`src/rtl/sha256_pkg.sv`:
```
// Shared SHA-256 definitions: word/round sizes, message-schedule state encoding
// and the small-sigma rotate/shift amounts, also used by the compression core.
package sha256_pkg;

    localparam int SHA256_WORD_W    = 32;
    localparam int SHA256_MSG_WORDS = 16;
    localparam int SHA256_ROUNDS    = 64;

    typedef enum logic [1:0] {
        SCHED_IDLE   = 2'd0,
        SCHED_LOAD   = 2'd1,
        SCHED_EXPAND = 2'd2
    } sched_state_t;

    localparam int SIG0_ROT_A = 7;
    localparam int SIG0_ROT_B = 18;
    localparam int SIG0_SHR   = 3;
    localparam int SIG1_ROT_A = 17;
    localparam int SIG1_ROT_B = 19;
    localparam int SIG1_SHR   = 10;

    function automatic logic [SHA256_WORD_W-1:0] rotr(input logic [SHA256_WORD_W-1:0] x,
                                                      input int n);
        return (x >> n) | (x << (SHA256_WORD_W - n));
    endfunction

endpackage

```
`src/rtl/sha256_sigma_small.sv`:
```
// SHA-256 small sigma: sel=0 gives sigma0, sel=1 gives sigma1. Purely combinational.
module sha256_sigma_small
    import sha256_pkg::*;
(
    input  logic                     sel,
    input  logic [SHA256_WORD_W-1:0] x,
    output logic [SHA256_WORD_W-1:0] y
);

    always_comb begin
        if (sel) begin
            y = rotr(x, SIG1_ROT_A) ^ rotr(x, SIG1_ROT_B) ^ (x >> SIG1_SHR);
        end else begin
            y = rotr(x, SIG0_ROT_A) ^ rotr(x, SIG0_ROT_B) ^ (x >> SIG0_SHR);
        end
    end

endmodule

```
`src/rtl/sha256_msg_sched.sv`:
```
// SHA-256 message schedule: passes M0..M15 through, then expands W16..W63 from a
// 16-word sliding window. Define SHA256_SCHED_OUTREG_EN to register the outputs.
module sha256_msg_sched
    import sha256_pkg::*;
(
    input  logic                     clk,
    input  logic                     rst,
    input  logic                     start,
    input  logic                     in_valid,
    input  logic [SHA256_WORD_W-1:0] in_word,
    output logic                     in_ready,
    output logic                     out_valid,
    output logic [SHA256_WORD_W-1:0] out_word,
    output logic [5:0]               out_t,
    input  logic                     out_ready,
    output logic                     busy,
    output logic                     done,
    output sched_state_t             dbg_state
);

    // Handshake: a word moves only in a cycle where valid and ready are both 1;
    // valid never waits on ready, and a stalled word holds steady until taken.

    sched_state_t             state, state_n;
    logic [5:0]               t;
    logic [SHA256_WORD_W-1:0] win [SHA256_MSG_WORDS];
    logic [SHA256_WORD_W-1:0] s0, s1, expand_word, push_word;
    logic                     push, last_out, done_q;

    // win[0] is W[t-16], win[15] is W[t-1]
    sha256_sigma_small u_sig0 (.sel(1'b0), .x(win[1]),  .y(s0));
    sha256_sigma_small u_sig1 (.sel(1'b1), .x(win[14]), .y(s1));
    assign expand_word = s1 + win[9] + s0 + win[0];

`ifdef SHA256_SCHED_OUTREG_EN
    logic                     ov_q;
    logic [SHA256_WORD_W-1:0] ow_q;
    logic [5:0]               ot_q;
    logic                     slot_free, accept;

    assign accept    = ov_q && out_ready;
    assign slot_free = !ov_q || out_ready;

    always_comb begin
        state_n   = state;
        in_ready  = 1'b0;
        push      = 1'b0;
        push_word = in_word;
        last_out  = 1'b0;
        case (state)
            SCHED_IDLE: if (start) state_n = SCHED_LOAD;
            SCHED_LOAD: begin
                in_ready = slot_free;
                push     = in_valid && slot_free;
                if (push && t == 6'(SHA256_MSG_WORDS - 1)) state_n = SCHED_EXPAND;
            end
            SCHED_EXPAND: begin
                // t wraps to 0 once W63 has entered the output register
                push      = (t != 6'd0) && slot_free;
                push_word = expand_word;
                if (accept && ot_q == 6'(SHA256_ROUNDS - 1)) begin
                    state_n  = SCHED_IDLE;
                    last_out = 1'b1;
                end
            end
            default: state_n = SCHED_IDLE;
        endcase
    end

    always_ff @(posedge clk or posedge rst) begin
        if (rst) begin
            ov_q <= 1'b0;
            ow_q <= '0;
            ot_q <= '0;
        end else if (push) begin
            ov_q <= 1'b1;
            ow_q <= push_word;
            ot_q <= t;
        end else if (accept) begin
            ov_q <= 1'b0;
        end
    end

    assign out_valid = ov_q;
    assign out_word  = ow_q;
    assign out_t     = ot_q;
`else
    always_comb begin
        state_n   = state;
        in_ready  = 1'b0;
        out_valid = 1'b0;
        out_word  = '0;
        push      = 1'b0;
        push_word = in_word;
        last_out  = 1'b0;
        case (state)
            SCHED_IDLE: if (start) state_n = SCHED_LOAD;
            SCHED_LOAD: begin
                in_ready  = out_ready;
                out_valid = in_valid;
                out_word  = in_word;
                push      = in_valid && out_ready;
                if (push && t == 6'(SHA256_MSG_WORDS - 1)) state_n = SCHED_EXPAND;
            end
            SCHED_EXPAND: begin
                out_valid = 1'b1;
                out_word  = expand_word;
                push_word = expand_word;
                push      = out_ready;
                if (push && t == 6'(SHA256_ROUNDS - 1)) begin
                    state_n  = SCHED_IDLE;
                    last_out = 1'b1;
                end
            end
            default: state_n = SCHED_IDLE;
        endcase
    end

    assign out_t = t;
`endif

    always_ff @(posedge clk or posedge rst) begin
        if (rst) state <= SCHED_IDLE;
        else     state <= state_n;
    end

    always_ff @(posedge clk or posedge rst) begin
        if (rst) begin
            t      <= '0;
            done_q <= 1'b0;
        end else begin
            done_q <= last_out;
            if (state == SCHED_IDLE && start) t <= '0;
            else if (push)                    t <= t + 6'd1;
        end
    end

    always_ff @(posedge clk or posedge rst) begin
        if (rst) begin
            for (int i = 0; i < SHA256_MSG_WORDS; i++) win[i] <= '0;
        end else if (push) begin
            for (int i = 0; i < SHA256_MSG_WORDS - 1; i++) win[i] <= win[i+1];
            win[SHA256_MSG_WORDS-1] <= push_word;
        end
    end

    assign busy      = (state != SCHED_IDLE);
    assign done      = done_q;
    assign dbg_state = state;

endmodule

```
`config.mk`:
```
export PLATFORM = sky130hd
export DESIGN_NAME = sha256_msg_sched
export DESIGN_NICKNAME = d
export VERILOG_FILES = /design/src/rtl/sha256_pkg.sv /design/src/rtl/sha256_sigma_small.sv /design/src/rtl/sha256_msg_sched.sv
export SDC_FILE = /design/constraint.sdc
export NUM_CORES = 2
export LEC_CHECK = 0
export CAP_MARGIN = 0
export CORE_ASPECT_RATIO = 0.6
export CORE_UTILIZATION = 39
export CTS_CLUSTER_DIAMETER = 60
export CTS_CLUSTER_SIZE = 40
export DETAILED_ROUTE_END_ITERATION = 8
export DONT_BUFFER_PORTS = 1
export GPL_ROUTABILITY_DRIVEN = 0
export PLACE_DENSITY_LB_ADDON = 0.05
export SLEW_MARGIN = 20
export SYNTH_ARGS = -nofsm -noshare
export SYNTH_HDL_FRONTEND = slang
export SYNTH_SLANG_ARGS = --single-unit
```
`constraint.sdc`:
```
create_clock -name clk -period 25 [get_ports clk]
set_clock_uncertainty 0.1 [all_clocks]
set_input_delay 5 -clock clk [delete_from_list [all_inputs] [get_ports clk]]
set_output_delay 5 -clock clk [all_outputs]
set_load 0.02 [all_outputs]
```
==> impl_metrics.yaml <==
die:
  design.core.area_um2: 61500
  fp.dieArea_um2: 63800
  io_pins: 81
  die_y_um: 196
  start_util_pct: 39.8
  die_width_um: 325
  fp-row-count: 70
yosys:
  seq_area_frac_synth_pct: 53.3
  yosysWarnings: 0
  synthFlopType: "dfrtp_1"
  synth_common_cells: "nand2_1 (1334), dfrtp_1 (521), inv_1 (133)"
  synthSimpleGateAreaFrac_pct: 22.4
  synth.most_common_cell: "nand2_1"
  syn-cell-area_um2: 24500
  synth_area_per_cell_um2: 8.79
  synth_top_cell_area_share_pct: 53.3
  synth_top_family_by_area: "simple AND/OR/NAND/NOR gates"
  synthXorXnorAreaFrac_pct: 5.44
  synth_area_leaders: "dfrtp_1 (53%), nand2_1 (20%), fa_1 (5.1%), xnor2_1 (2.9%), xor2_1 (2.6%)"
  synthArstFlopShare_pct: 100
  syn_nets: 2920
  synth_top_area_cell: "dfrtp_1"
  netlist_instances: 2785
  synth-adder-area-share_pct: 6.91
  synth.distinct_cells: 59
  synth_compound_area_share_pct: 6.47
  synth_seq_cells: 521
  synth_edf_count: 0
  muxShareOfSynthArea_pct: 0.419
setup_path:
  arrival_ns: 5.60
  cp.buffers_inverters: 0
  endpoint: "out_valid"
  cp.depth: 2
  cpPeakStageDelay_ns: 0.55
  path_cells: "a21oi_1 -> nor2b_1"
  cpLargestDelayFamily: "simple AND/OR/NAND/NOR gates"
  cp_slowest_cell: "nor2b_1"
  rrSetupSlack_ns: 19.42
  r2r_start: "dbg_state[0]"
  crit_required_ns: 19.90
  ff2ff_path_depth: 8
  cp-start-kind: "input pin"
  end_kind: "output port"
  cp-startpoint: "in_valid"
  critPathKind: "in2out"
  cp_max_fo: 3
  r2r-end: "win[222]"
drt:
  via_per_inst: 4.90
  drt_pre_antenna_iters: 5
  drtAntennaViolNets: 0
  routed_wl_um: 60400
  num_vias: 17216
  drt_iter0_markers: 1301
  wl_per_cell_um: 17.2
  drc: 0
cts:
  clk_latency_ns: 0.57
  cts_tree: "done"
  clk_pin_slew_ns: 0.09
  cts_hold_repair.buffers: 0
  cts_buffers: 34
  post_cts_buffers: 0
  htree_levels: 2
  cts_num_sinks: 521
  root_buffer: "clkbuf_16"
  cts_buffer_depth: 3
  cts_resized: 0
cells_and_area:
  antenna_cells: 0
  multi_input_area_um2: 10200
  regArea_um2: 13000
  fin_util_pct: 42.4
  final_layout_size_suffix_gt1_share_pct: 3.65
  nets: 2794
  area_delta_synth_final_pct: 6.66
  fillCellCount: 6171
placement:
  dp_hpwl_um: 41000
  place_ws_ns: 14.30
  io_buffers: 0
timing:
  timing.fmax_mhz: 93.5
  finalMaxSlewViolations: 0
  hold_viol: 0
  finalWorstSetupSlack_ns: 14.30
  fin_crit_sh_pct: 42.8
  slew_headroom_pct: 27.1
  worstMarginPinSlew_ns: 1.09
  final.setup.tns_ns: 0
  rsz0062_at_grt: "false"
  fin_crit_ns: 10.70
  finalSetupViolCount: 0
  hold_ws_ns: 0.368
global_routing:
  grt_usage_pct: 19.3
  grt_max_degree: 229
  gr-total-overflow: 0
  grt_pass1_wl_um: 97200
  grt_pass1_vias: 16810
  antenna_found_initial: 0
run_status:
  status: "complete, no violations"
worst_hold_path:
  hold_path.class: "reg2reg"
run:
  max-cap-violations: 0
-- worst register-to-register path: stages (launching register included) --
cell,delay (ns)
dfrtp_1,0.54
inv_1,0.15
ha_1,0.71
nor2b_1,0.64
and2_4,0.56
buf_4,0.69
buf_12,0.63
buf_4,1.16
o21ai_0,0.26
-- registers in the layout, summed over array words and instances, names as in the netlist --
register / cells
out_t: 6
done: 1
dbg_state: 2
win: 512
-- final cells by class --
| cell class | count | share of cell area [%] |
|---|---|---|
| multi-input cells | 1953 | 39.1 |
| inverters | 133 | 1.94 |
| well taps | 828 | 3.97 |
| repair buffers | 16 | 0.585 |
| clock inverters | 25 | 0.887 |
| flip-flops and latches | 521 | 50.0 |
| clock buffers | 37 | 3.55 |
-- routing by layer --
metal | vias to the layer above | track usage, % | routed length (um)
li1 | 8299 | - | -
met1 | 8650 | 30.8 | 32100
met2 | 221 | 28.0 | 25600
met3 | 46 | 2.64 | 2020
met4 | 0 | 2.70 | 593
met5 | - | 0 | 0
-- layout by cell type, fill, tap and decap left out, types with 3 or more instances in the layout --
cell | netlist | layout
o21ai_1 | 23 | 23
a32o_1 | 3 | 3
a21oi_1 | 56 | 56
nor2_1 | 32 | 32
a21o_1 | 6 | 6
nor3_1 | 6 | 6
a211oi_2 | 3 | 3
mux2i_1 | 8 | 8
a211oi_1 | 4 | 4
o211ai_1 | 4 | 4
inv_6 | 0 | 11
fa_1 | 62 | 62
and3_1 | 9 | 9
inv_1 | 133 | 132
nand3_1 | 9 | 9
a22oi_1 | 8 | 8
o21ai_0 | 119 | 119
o21bai_1 | 3 | 3
ha_1 | 36 | 36
and2_1 | 7 | 6
a21boi_0 | 7 | 7
nor2b_1 | 11 | 11
a31oi_1 | 8 | 8
buf_4 | 0 | 12
nand4_1 | 8 | 8
nand2_1 | 1334 | 1333
xnor2_1 | 80 | 80
xor2_1 | 72 | 72
clkinv_2 | 0 | 3
clkinvlp_4 | 0 | 7
o22ai_1 | 5 | 5
dfrtp_1 | 521 | 521
clkbuf_16 | 0 | 37
-- metrics by stage --
step / cell area, um^2 / std cells
floorplan: 24500 / 2785
global placement: 24900 / 3451
detailed placement: 24900 / 3451
CTS: 26100 / 3513
global route: 26100 / 3513
finish: 26100 / 3513
-- how the worst min path moves through the flow --
| stage | startpoint | end | depth (start not counted) |
|---|---|---|---|
| floorplan | win[68] | win[100] | 2 |
| global placement | win[346] | win[378] | 2 |
| detailed placement | win[76] | win[108] | 2 |
| CTS | win[383] | win[415] | 2 |
| global route | win[76] | win[108] | 2 |
| finish | win[270] | win[302] | 2 |
-- cells by family (layout without fill, tap and decap cells) --
| family | Yosys count | after routing |
|---|---|---|
| simple gates | 1425 | 1425 |
| flops | 521 | 521 |
| buf+inv | 311 | 211 |
| compound gates | 268 | 268 |
| xor+xnor | 152 | 152 |
| fa+ha+maj | 98 | 98 |
| mux | 10 | 10 |
Power is not shown: default switching activity piles up to over one toggle a cycle in this logic, so the estimate is an artifact.
